--- config.mk ---
export PLATFORM = sky130hd
export DESIGN_NAME = fetch_queue
export DESIGN_NICKNAME = d
export VERILOG_FILES = /design/src/rtl/fetch_queue.sv
export SDC_FILE = /design/constraint.sdc
export NUM_CORES = 1
export LEC_CHECK = 0
export ABC_AREA = 1
export ABC_CLOCK_PERIOD_IN_PS = 13950
export BUFFER_PORTS_ARGS = -buffer_cell sky130_fd_sc_hd__buf_2
export CAP_MARGIN = 20
export CORE_ASPECT_RATIO = 1.5
export CORE_MARGIN = 2
export CORE_UTILIZATION = 46
export CTS_CLUSTER_DIAMETER = 120
export CTS_CLUSTER_SIZE = 40
export DETAILED_ROUTE_END_ITERATION = 8
export PLACE_DENSITY_LB_ADDON = 0.12
export SLEW_MARGIN = 20
export SYNTH_ARGS = -nofsm -noshare
export SYNTH_HDL_FRONTEND = slang
export SYNTH_SLANG_ARGS = --single-unit
--- constraint.sdc ---
create_clock -name clk -period 13.95 [get_ports clk]
set_input_delay 4.185 -clock clk [delete_from_list [all_inputs] [get_ports clk]]
set_output_delay 4.185 -clock clk [all_outputs]
set_load 0.01 [all_outputs]
--- src/rtl/fetch_queue.sv ---
// -----------------------------------------------------------------------------
// fetch_queue
//
// Instruction buffer between fetch and decode. Holds up to DEPTH entries of
// {instr, pc, guesses_branch, prediction} in strict FIFO order, so that fetch
// bursts and decode stalls do not have to line up. The head entry drives the
// decoder directly. i_flush (decoder inconsistency OR backend mispredict,
// combined outside this block) discards every queued entry.
//
// Optional feature (macro FETCH_QUEUE_BYPASS_EN):
//   When defined and the queue is empty, an incoming enqueue appears on
//   o_deq_* in the same cycle. If decode takes it that cycle it is never
//   written. When undefined, o_deq_* depend on registered state only and the
//   minimum fetch-to-decode latency is one cycle.
//
// Parameters:
//   DEPTH  number of entries (power of 2, >= 2)
//   PTR_W  slot index width, derived from DEPTH
//
// Ports:
//   clk, rst                 clock, synchronous active-high reset
//   i_flush                  discard all entries and any same-cycle enqueue
//   i_enq_*                  fetch side: valid, instr, pc, guesses_branch,
//                            prediction
//   o_enq_ready              queue can accept this cycle (= not full)
//   o_deq_*                  decode side: head valid and head fields
//                            (all zero whenever o_deq_valid is 0)
//   i_deq_ready              decode consumes the head this cycle
//   o_count                  occupancy, 0..DEPTH
// -----------------------------------------------------------------------------
`ifndef ADDR_WIDTH
`define ADDR_WIDTH 32
`endif

module fetch_queue #(
  parameter int DEPTH = 8,
  localparam int PTR_W = $clog2(DEPTH)
) (
  input  logic                   clk,
  input  logic                   rst,
  input  logic                   i_flush,
  input  logic                   i_enq_valid,
  input  logic [31:0]            i_enq_instr,
  input  logic [`ADDR_WIDTH-1:0] i_enq_pc,
  input  logic                   i_enq_guesses_branch,
  input  logic [`ADDR_WIDTH-1:0] i_enq_prediction,
  output logic                   o_enq_ready,
  output logic                   o_deq_valid,
  output logic [31:0]            o_deq_instr,
  output logic [`ADDR_WIDTH-1:0] o_deq_pc,
  output logic                   o_deq_guesses_branch,
  output logic [`ADDR_WIDTH-1:0] o_deq_prediction,
  input  logic                   i_deq_ready,
  output logic [PTR_W:0]         o_count
);

  typedef struct packed {
    logic [31:0]            instr;
    logic [`ADDR_WIDTH-1:0] pc;
    logic                   guesses_branch;
    logic [`ADDR_WIDTH-1:0] prediction;
  } entry_t;

  localparam logic [PTR_W:0] PTR_ONE = 1;

  entry_t         mem [DEPTH];
  logic [PTR_W:0] head_ptr;
  logic [PTR_W:0] tail_ptr;

  entry_t enq_entry;
  entry_t head_entry;
  logic   empty;
  logic   full;
  logic   deq_valid;
  logic   enq_fire;
  logic   deq_fire;
  logic   bypass_take;
  logic   do_write;
  logic   do_pop;

  assign enq_entry = '{instr:          i_enq_instr,
                       pc:             i_enq_pc,
                       guesses_branch: i_enq_guesses_branch,
                       prediction:     i_enq_prediction};

  // Extra wrap bit distinguishes full from empty when the index bits match.
  assign empty = (head_ptr == tail_ptr);
  assign full  = (head_ptr[PTR_W-1:0] == tail_ptr[PTR_W-1:0]) &&
                 (head_ptr[PTR_W] != tail_ptr[PTR_W]);

  // Ready comes from registered state only: a full queue rejects even when
  // the head is being consumed in the same cycle.
  assign o_enq_ready = ~full;
  assign o_count     = tail_ptr - head_ptr;

  // NOTE: every signal written in an always_comb gets a default first, so no
  // path through the block leaves it unassigned and no latch is inferred.
  always_comb begin
    head_entry = mem[head_ptr[PTR_W-1:0]];
    deq_valid  = ~empty;
`ifdef FETCH_QUEUE_BYPASS_EN
    if (empty && i_enq_valid && !i_flush) begin
      head_entry = enq_entry;
      deq_valid  = 1'b1;
    end
`endif
  end

  // Data outputs are forced to zero when there is no valid head, so stale or
  // uninitialised slot contents never reach the decoder.
  assign o_deq_valid          = deq_valid;
  assign o_deq_instr          = deq_valid ? head_entry.instr          : '0;
  assign o_deq_pc             = deq_valid ? head_entry.pc             : '0;
  assign o_deq_guesses_branch = deq_valid ? head_entry.guesses_branch : 1'b0;
  assign o_deq_prediction     = deq_valid ? head_entry.prediction     : '0;

  assign enq_fire = i_enq_valid & o_enq_ready & ~i_flush;
  assign deq_fire = deq_valid & i_deq_ready & ~i_flush;

`ifdef FETCH_QUEUE_BYPASS_EN
  // Bypassed entry consumed in its arrival cycle: nothing is stored.
  assign bypass_take = empty & enq_fire & deq_fire;
`else
  assign bypass_take = 1'b0;
`endif

  assign do_write = enq_fire & ~bypass_take;
  assign do_pop   = deq_fire & ~bypass_take;

  // NOTE: sequential state uses non-blocking assignments so every register
  // samples pre-edge values, independent of statement order.
  always_ff @(posedge clk) begin
    if (rst) begin
      head_ptr <= '0;
      tail_ptr <= '0;
    end else if (i_flush) begin
      // Flush empties the queue by catching head up to tail; pointers keep
      // running rather than returning to zero.
      head_ptr <= tail_ptr;
    end else begin
      if (do_write) tail_ptr <= tail_ptr + PTR_ONE;
      if (do_pop)   head_ptr <= head_ptr + PTR_ONE;
    end
  end

  // NOTE: the storage array has no reset; slots are only read once the
  // pointers mark them valid, and outputs are masked otherwise.
  always_ff @(posedge clk) begin
    if (do_write) mem[tail_ptr[PTR_W-1:0]] <= enq_entry;
  end

endmodule

**Word-level counts from Yosys, hierarchy flattened**

Memory sizes are Yosys's and may differ from the RTL's. A register that Yosys moved wholly into a read port is not among the register bits.
Index checks and enable logic that the tools add are counted.
W data, S select, Z words.

- Register bits: 8
- Memory bits (writable): 776
- Memories kept: 1

- Add/subtract/negate cells: 3
- Equality and inequality tests: 3
- Mux-type cells: 10
- Bitwise logic cells: 7
- Reductions and logical operators: 3

Memories:

| name | words | width | rd ports | clocked after memory_dff | write ports | line | source |
|---|---|---|---|---|---|---|---|
| mem | 8 | 97 | 1 | 1 | 1 | 66 | `entry_t mem [DEPTH];` |

Operator list:

| kind | number |
|---|---|
| $mux W32 | 3 |
| $add A4 B1 Y4 const B | 2 |
| $mux W4 | 2 |
| $mux W3 | 2 |
| $and A1 B1 Y1 | 4 |
| $eq A4 B4 Y1 | 1 |
| $sub A4 B4 Y4 | 1 |
| $eq A3 B3 Y1 | 1 |
| $mux W1 | 3 |
| $not A1 Y1 | 3 |
| $reduce_and A2 Y1 | 1 |
| $reduce_bool A2 Y1 | 1 |
| $logic_and A1 B1 Y1 | 1 |
| $ne A1 B1 Y1 | 1 |

**Depth between registers and ports, before layout**

Gate-level depths: netlist of the first run.

- Depth after elaboration: 8
- Depth in mapped cells: 10

**Worst setup path before layout of the first run**

No wires, ideal clock.

- Kind: input port to flip-flop
- Start point: in i_enq_valid
- End point: mem mem[3][0] (netlist bit), enable pin
- Library setup time: 672 ps
- Arrival: 11189 ps
- Path slack: 2089 ps
- Stages: 4
- Path buffers: 0
- Path through: inv_1 > nor2_1 > nand2_1 > nor3_1

- Word-level cells in the longest chain between the ends: 4

RTL lines:

| what | line | source |
|---|---|---|
| start: declaration | 42 | `input logic i_enq_valid,` |
| $and A1 B1 Y1 (2 in a row) | 117 | `assign enq_fire = i_enq_valid & o_enq_ready & ~i_flush;` |
| $mux W1 | 149 | `if (do_write) mem[tail_ptr[PTR_W-1:0]] <= enq_entry;` |
| $mux W1 (implied by the code) | 149 |  |
| end: declaration | 66 |  |

Every way passes these cells.

==> flow_summary.ini, run 1 <==
[status]
status = complete, no violations

[cts]
cts_hold_buf = 0
insertion_delay_ns = 0.60
cts_repair_resized_insts = 0
clk_root_buffer_cell = clkbuf_16
h-tree-depth = 1
cts_inserted_buffers = 23
cts-root-to-sink-buffers = 3
setup_repair_bufs_after_cts = 0
clock_pin_slew_reported_for_the_worst_setup_and_hold_paths_after_clock_tree_synthesis_ns = 0.14
tritoncts_clock_tree = built
numClockSinks = 787

[critical_path]
crit_type = reg2out
slowest_stage = buf_4
crit_fanout = 92
most_common_cell_on_crit_path = nor2_1
crit_family = buffers and inverters
critical_path.endpoint_type = primary output
worst_path_largest_cell_delay_ns = 0.84
worstSetupStartpointType = flop
worst_ep_required_time_ns = 9.76
cp.arrival_ns = 4.15
timing.critical_path.buf_inv = 3
crit_path_cell_trace = buf_4 -> buf_4 -> nor2_1 -> nor2_1 -> o21ai_0 -> o211ai_1 -> nand2_1 -> nor2_1 -> buf_2

[detailed_routing]
vias = 19062
drc_violation_count_after_routing = 0
routed_wire_length_per_instance_um = 22.0
vias_per_cell = 5.62
first_drt_pass_iteration_count = 6
initialDrtViolationCount = 1677
drt_wl_total_um = 74500
antenna_violating_nets_post_route = 0

[hold_path]
worstHoldPathType = reg2reg

[floorplanning]
die-area_um2 = 69400
die_width_um = 216
i_o_pin_count = 205
effective_utilization_at_floorplan_pct = 46.4
core.rowCount = 116
core-area_um2 = 66600
fp.dieH_um = 322

[power]
switching_share_pct = 24.7
power.internal_mw = 3.08
peakVddDrop_v = 0.000121
part_of_the_total_power_dissipated_in_the_clock_network_pct = 23.5
share_seq_of_total_power_pct = 64.5
comb_power_share_pct = 12.0
total_leakage_power_nw = 11.1
power_per_cell_area_nw_per_um2 = 123
total_power_mw = 4.09
power_switching_mw = 1.01

[cells_and_area]
multi_input_comb_area_um2 = 6650
seqCellArea_um2 = 23500
postLayoutCellArea_um2 = 33300
final_layout_size_suffix_gt1_share_pct = 10.9
layout.filler_cells = 5785
layout-area-overhead-vs-synth_pct = 7.56
commonest_non_fill_non_tap_cell_in_the_layout = edfxtp_1
num-nets-final = 2602
layout.cells.most_common_list = 776 x edfxtp_1, 685 x nor2_1, 368 x o21ai_0

[synthesis]
main_synth_ff_type = edfxtp_1
yosysWarningCount = 0
synth-adder-area-share_pct = 0.267
synth.lib_cells_used.distinct = 27
post_synth_and_or_nand_nor_area_fraction_pct = 10.1
muxShareOfSynthArea_pct = 0
post_synthesis_async_set_or_reset_flop_share_pct = 0
post_synth_inst_count = 2394
syn-num-nets = 2502
synth.yosys.seq_area_share_pct = 76.0
post_synth_xor_area_fraction_pct = 0.113
netlist_area_um2 = 30900
yosys_register_bits = 787
dominant_combinational_cell_family_by_area_after_synthesis = compound AO/OA/AOI/OAI gates
avgSynthCellArea_um2 = 12.9
fraction_of_the_mapped_netlist_area_in_compound_gates_pct = 10.8
synth-edff-count = 776

[global_route]
grt_use_total_pct = 21.1
grt_first_pass_wirelength_um = 113000
antenna_violations_before_repair = 19
number_of_global_route_vias_before_repair = 18886
grt_start_max_net_pins = 190
global_route.overflow_total = 0

[timing]
slew_headroom_pct = 24.0
final-max-slew-violation-count = 0
grt_setup_unrepaired = no
final_min_period_over_clock_period_pct = 59.7
period_needed_ns = 8.33
timing.final.hold_violations = 0
fin_setup_tns_ns = 0
fin_worst_skew_ns = 0.0210
fmaxAchievable_mhz = 120
setup-violations-final = 0
worst_slew_pin_slew_ns = 1.14

[placement]
port_buffers = 204
gp_congestion = 0.751
place_hpwl_um = 38400
postPlaceCellArea_um2 = 32600

[run]
max_cap_violations = 0
routing by layer:
metal  up-vias  part of all wire [%]  track usage [%]
li1       8829                     -                -
met2       478                    51             37.5
met5         -                  0.16                0
met1      9633                    41             26.9
met3       102                   5.2             3.02
met4        20                   2.3             6.11
synthesized netlist by cell type (5+ instances only):
cell,number,area share (%)
o21ai_1,22,0.36
inv_1,12,0.15
buf_1,6,0.073
o22ai_1,98,2.0
clkbuf_1,83,1.0
dfxtp_1,11,0.71
edfxtp_1,776,75
buf_4,16,0.39
a21oi_1,7,0.11
ha_1,5,0.20
buf_2,36,0.58
o21ai_0,368,6.0
o211ai_1,97,2.4
nand3_1,10,0.16
clkbuf_2,14,0.23
nand2_1,125,1.5
nor2_1,689,8.4
worst reg2reg max path: stages, from the launching register on:
cell,delay (ns)
dfxtp_1,0.45
inv_1,0.17
ha_1,0.31
inv_1,0.07
nor2_1,0.08
nand2_1,0.18
nand3_1,0.36
nor3_4,0.65
buf_4,0.71
buf_4,0.80
through the flow:
stage          std cells  hold slack (ns)  util (%)  worst slack [ns]
6_report            3392            0.521      49.9              5.62
5_1_grt             3391            0.560      49.9              5.31
4_1_cts             3385            0.527      49.9              5.59
3_5_place_dp        3353            0.507      48.9              6.01
3_3_place_gp        3353            0.510      48.9              6.08
2_1_floorplan       2394            0.472         -              2.09
power by group through the flow:
stage          Combinational (mW)  Clock [mW]  Sequential (mW)
2_1_floorplan               0.300           0             2.68
3_3_place_gp                0.489           0             2.69
3_5_place_dp                0.497           0             2.69
4_1_cts                     0.499       0.987             2.64
5_1_grt                     0.546        1.06             2.64
6_report                    0.491       0.961             2.64
worst paths after layout:
path | slack [ns] | from | depth (start not counted) | endpoint
setup / recovery | 5.62 | flop | 9 | o_deq_instr[9]
setup reg to reg | 9.74 | tail_ptr[0] | 9 | mem[6][19]
hold reg to reg | 0.52 | tail_ptr[3] | 2 | tail_ptr[3]
hold / removal | 0.52 | tail_ptr[3] | 2 | tail_ptr[3]
sequential cells by signal, summed over array words and instances, names as in the netlist, named ones only:
signal and flops:
tail_ptr 4, head_ptr 4, mem 776
area by class of cell:
type	count	share of cell area, %
clock buffer	31	1.82
antenna	6	0.0451
tap	885	3.33
timing repair buffer	235	3.84
sequential	787	70.7
multi-input combinational	1432	20.0
clock inverter	1	0.0489
inverter	15	0.196
logic make-up (layout without fill, tap and decap cells):
group                      count (synthesis)  count (layout)
and+or+nand+nor                          829             829
DFF                                      787             787
AOI/OAI and AO/OA                        593             593
buffers and inverters                    175             282
adders and majority gates                  6               6
xor gates and xnor gates                   4               4
other                                      0               6
Power figures use the tool's default switching activity.
==> run 2, diff against run 1 <==
Settings changed: ABC_CLOCK_PERIOD_IN_PS 13950 to 7600.
Clock period 13.95 ns to 7.6 ns, I/O delays scaled along.
==> run 2 against run 1 <==
Utilization rose by 0.14 points. Flip-flop and latch count is the same. Critical path type unchanged. Power increased by 83%. Worst setup slack worse by 4.3 ns. Clock power is 81% higher. Largest power group unchanged. Count of clock-buffer cells in the layout is the same.
==> flow_summary.ini, run 2 (synthesized netlist as in run 1, its figures left out) <==
[cts]
cts_inserted_buffers = 23
setup_repair_bufs_after_cts = 0
clock_pin_slew_reported_for_the_worst_setup_and_hold_paths_after_clock_tree_synthesis_ns = 0.14
cts_hold_buf = 0
cts-root-to-sink-buffers = 3
numClockSinks = 787
h-tree-depth = 1
clk_root_buffer_cell = clkbuf_16
cts_repair_resized_insts = 0
tritoncts_clock_tree = built
insertion_delay_ns = 0.61

[detailed_routing]
antenna_violating_nets_post_route = 0
drc_violation_count_after_routing = 0
initialDrtViolationCount = 1461
vias_per_cell = 5.59
vias = 18936
routed_wire_length_per_instance_um = 21.8
first_drt_pass_iteration_count = 5
drt_wl_total_um = 73900

[critical_path]
regToRegStartpoint = tail_ptr[0]
crit_path_cell_trace = clkinv_2 -> buf_4 -> o21ai_0 -> o22ai_1 -> nor2_1 -> nor2_1 -> buf_2
worstSetupStartpointType = flop
slowest_stage = clkinv_2
critPathCapture = o_deq_prediction[30]
cp_num_cells = 7
worst_path_largest_cell_delay_ns = 1.00
most_common_cell_on_crit_path = nor2_1
crit_fanout = 87
crit_family = buffers and inverters
timing.critical_path.buf_inv = 3
critical_path.endpoint_type = primary output
r2r.worst_path.cells = 9
worst_ep_required_time_ns = 5.32
worst-r2r-setup-slack_ns = 4.37
crit_type = reg2out
worstReg2RegEnd = mem[5][46]
cp.arrival_ns = 3.95

[global_route]
number_of_global_route_vias_before_repair = 18959
global_route.overflow_total = 0
grt_use_total_pct = 21.0
antenna_violations_before_repair = 15
grt_start_max_net_pins = 213
grt_first_pass_wirelength_um = 112000

[timing]
fmaxAchievable_mhz = 160
fin_setup_tns_ns = 0
period_needed_ns = 6.23
worst_slew_pin_slew_ns = 1.08
final_min_period_over_clock_period_pct = 82.0
final-max-slew-violation-count = 0
crit_path_setup_slack_layout_ns = 1.37
fin_worst_skew_ns = 0.0269
setup-violations-final = 0
grt_setup_unrepaired = no
timing.final.hold_violations = 0
slew_headroom_pct = 27.9

[power]
power_per_cell_area_nw_per_um2 = 224
peakVddDrop_v = 0.000218
total_leakage_power_nw = 11.1

[floorplanning]
fp.dieH_um = 322
effective_utilization_at_floorplan_pct = 46.4
die_width_um = 216
die-area_um2 = 69400
core-area_um2 = 66600
i_o_pin_count = 205
core.rowCount = 116

[placement]
port_buffers = 204
post_placement_setup_slack_ns = 1.97
place_hpwl_um = 37500
gp_congestion = 0.765

[cells_and_area]
commonest_non_fill_non_tap_cell_in_the_layout = edfxtp_1
layout.cells.most_common_list = 776 x edfxtp_1, 685 x nor2_1, 368 x o21ai_0
largest_reg_flops = 776
final_util_pct = 50.1
final_layout_size_suffix_gt1_share_pct = 10.8
num-nets-final = 2600
layout-area-overhead-vs-synth_pct = 7.86

[hold_path]
worstHoldPathType = reg2reg

[run]
max_cap_violations = 0

[status]
status = complete, no violations
[run 2: cell count changes in the layout (fill, tap and decap cells not counted), sizes merged]
cell,delta
buf,-2
clkinv,+1
diode,-1
inv,-1
[run 2: worst min-delay path by stage]
stage	to	cells after the start	startpoint	slack, ns
floorplan	tail_ptr[3]	2	tail_ptr[3]	0.47
global placement	tail_ptr[3]	2	tail_ptr[3]	0.49
detailed placement	tail_ptr[3]	2	tail_ptr[3]	0.51
CTS	tail_ptr[3]	2	tail_ptr[3]	0.53
global route	tail_ptr[3]	2	tail_ptr[3]	0.56
finish	tail_ptr[3]	2	tail_ptr[3]	0.53
[run 2: per-stage QoR]
step                      power, mW  area, um2  hold WS [ns]  cells
after floorplan                5.47      30900         0.472   2394
after global placement         5.85      32700         0.493   3352
after detailed placement       5.86      32700         0.511   3352
after CTS                      7.56      33300         0.530   3384
after global routing           7.77      33400         0.555   3389
final                          7.48      33400         0.534   3389
[run 2: layout make-up]
type / count / area (um2)
clock buffers: 31 / 606
diodes: 5 / 12.5
flip-flops and latches: 787 / 23500
repair buffers: 233 / 1380
well taps: 885 / 1110
clock inverters: 1 / 16.3
multi-input cells: 1432 / 6640
fillers: 5741 / 33300
inverters: 15 / 70.1
[run 2: worst register-to-register path: cells and delay by family, from the launching register on]
| family | cells | cell delay, ns |
|---|---|---|
| fa+ha+maj | 1 | 0.31 |
| flops | 1 | 0.44 |
| simple gates | 4 | 0.81 |
| buf+inv | 4 | 1.26 |
[run 2: where the power goes]
part | total, mW | switching [mW] | internal [mW]
registers | 4.84 | 0.0357 | 4.81
clock network | 1.74 | 1.17 | 0.573
logic | 0.902 | 0.629 | 0.273
[run 2: metal layers]
metal,part of all wire [%],global-route usage (%)
met5,0.10,0
met3,4.3,2.44
met4,2.2,5.53
met2,52,38.2
met1,42,26.6
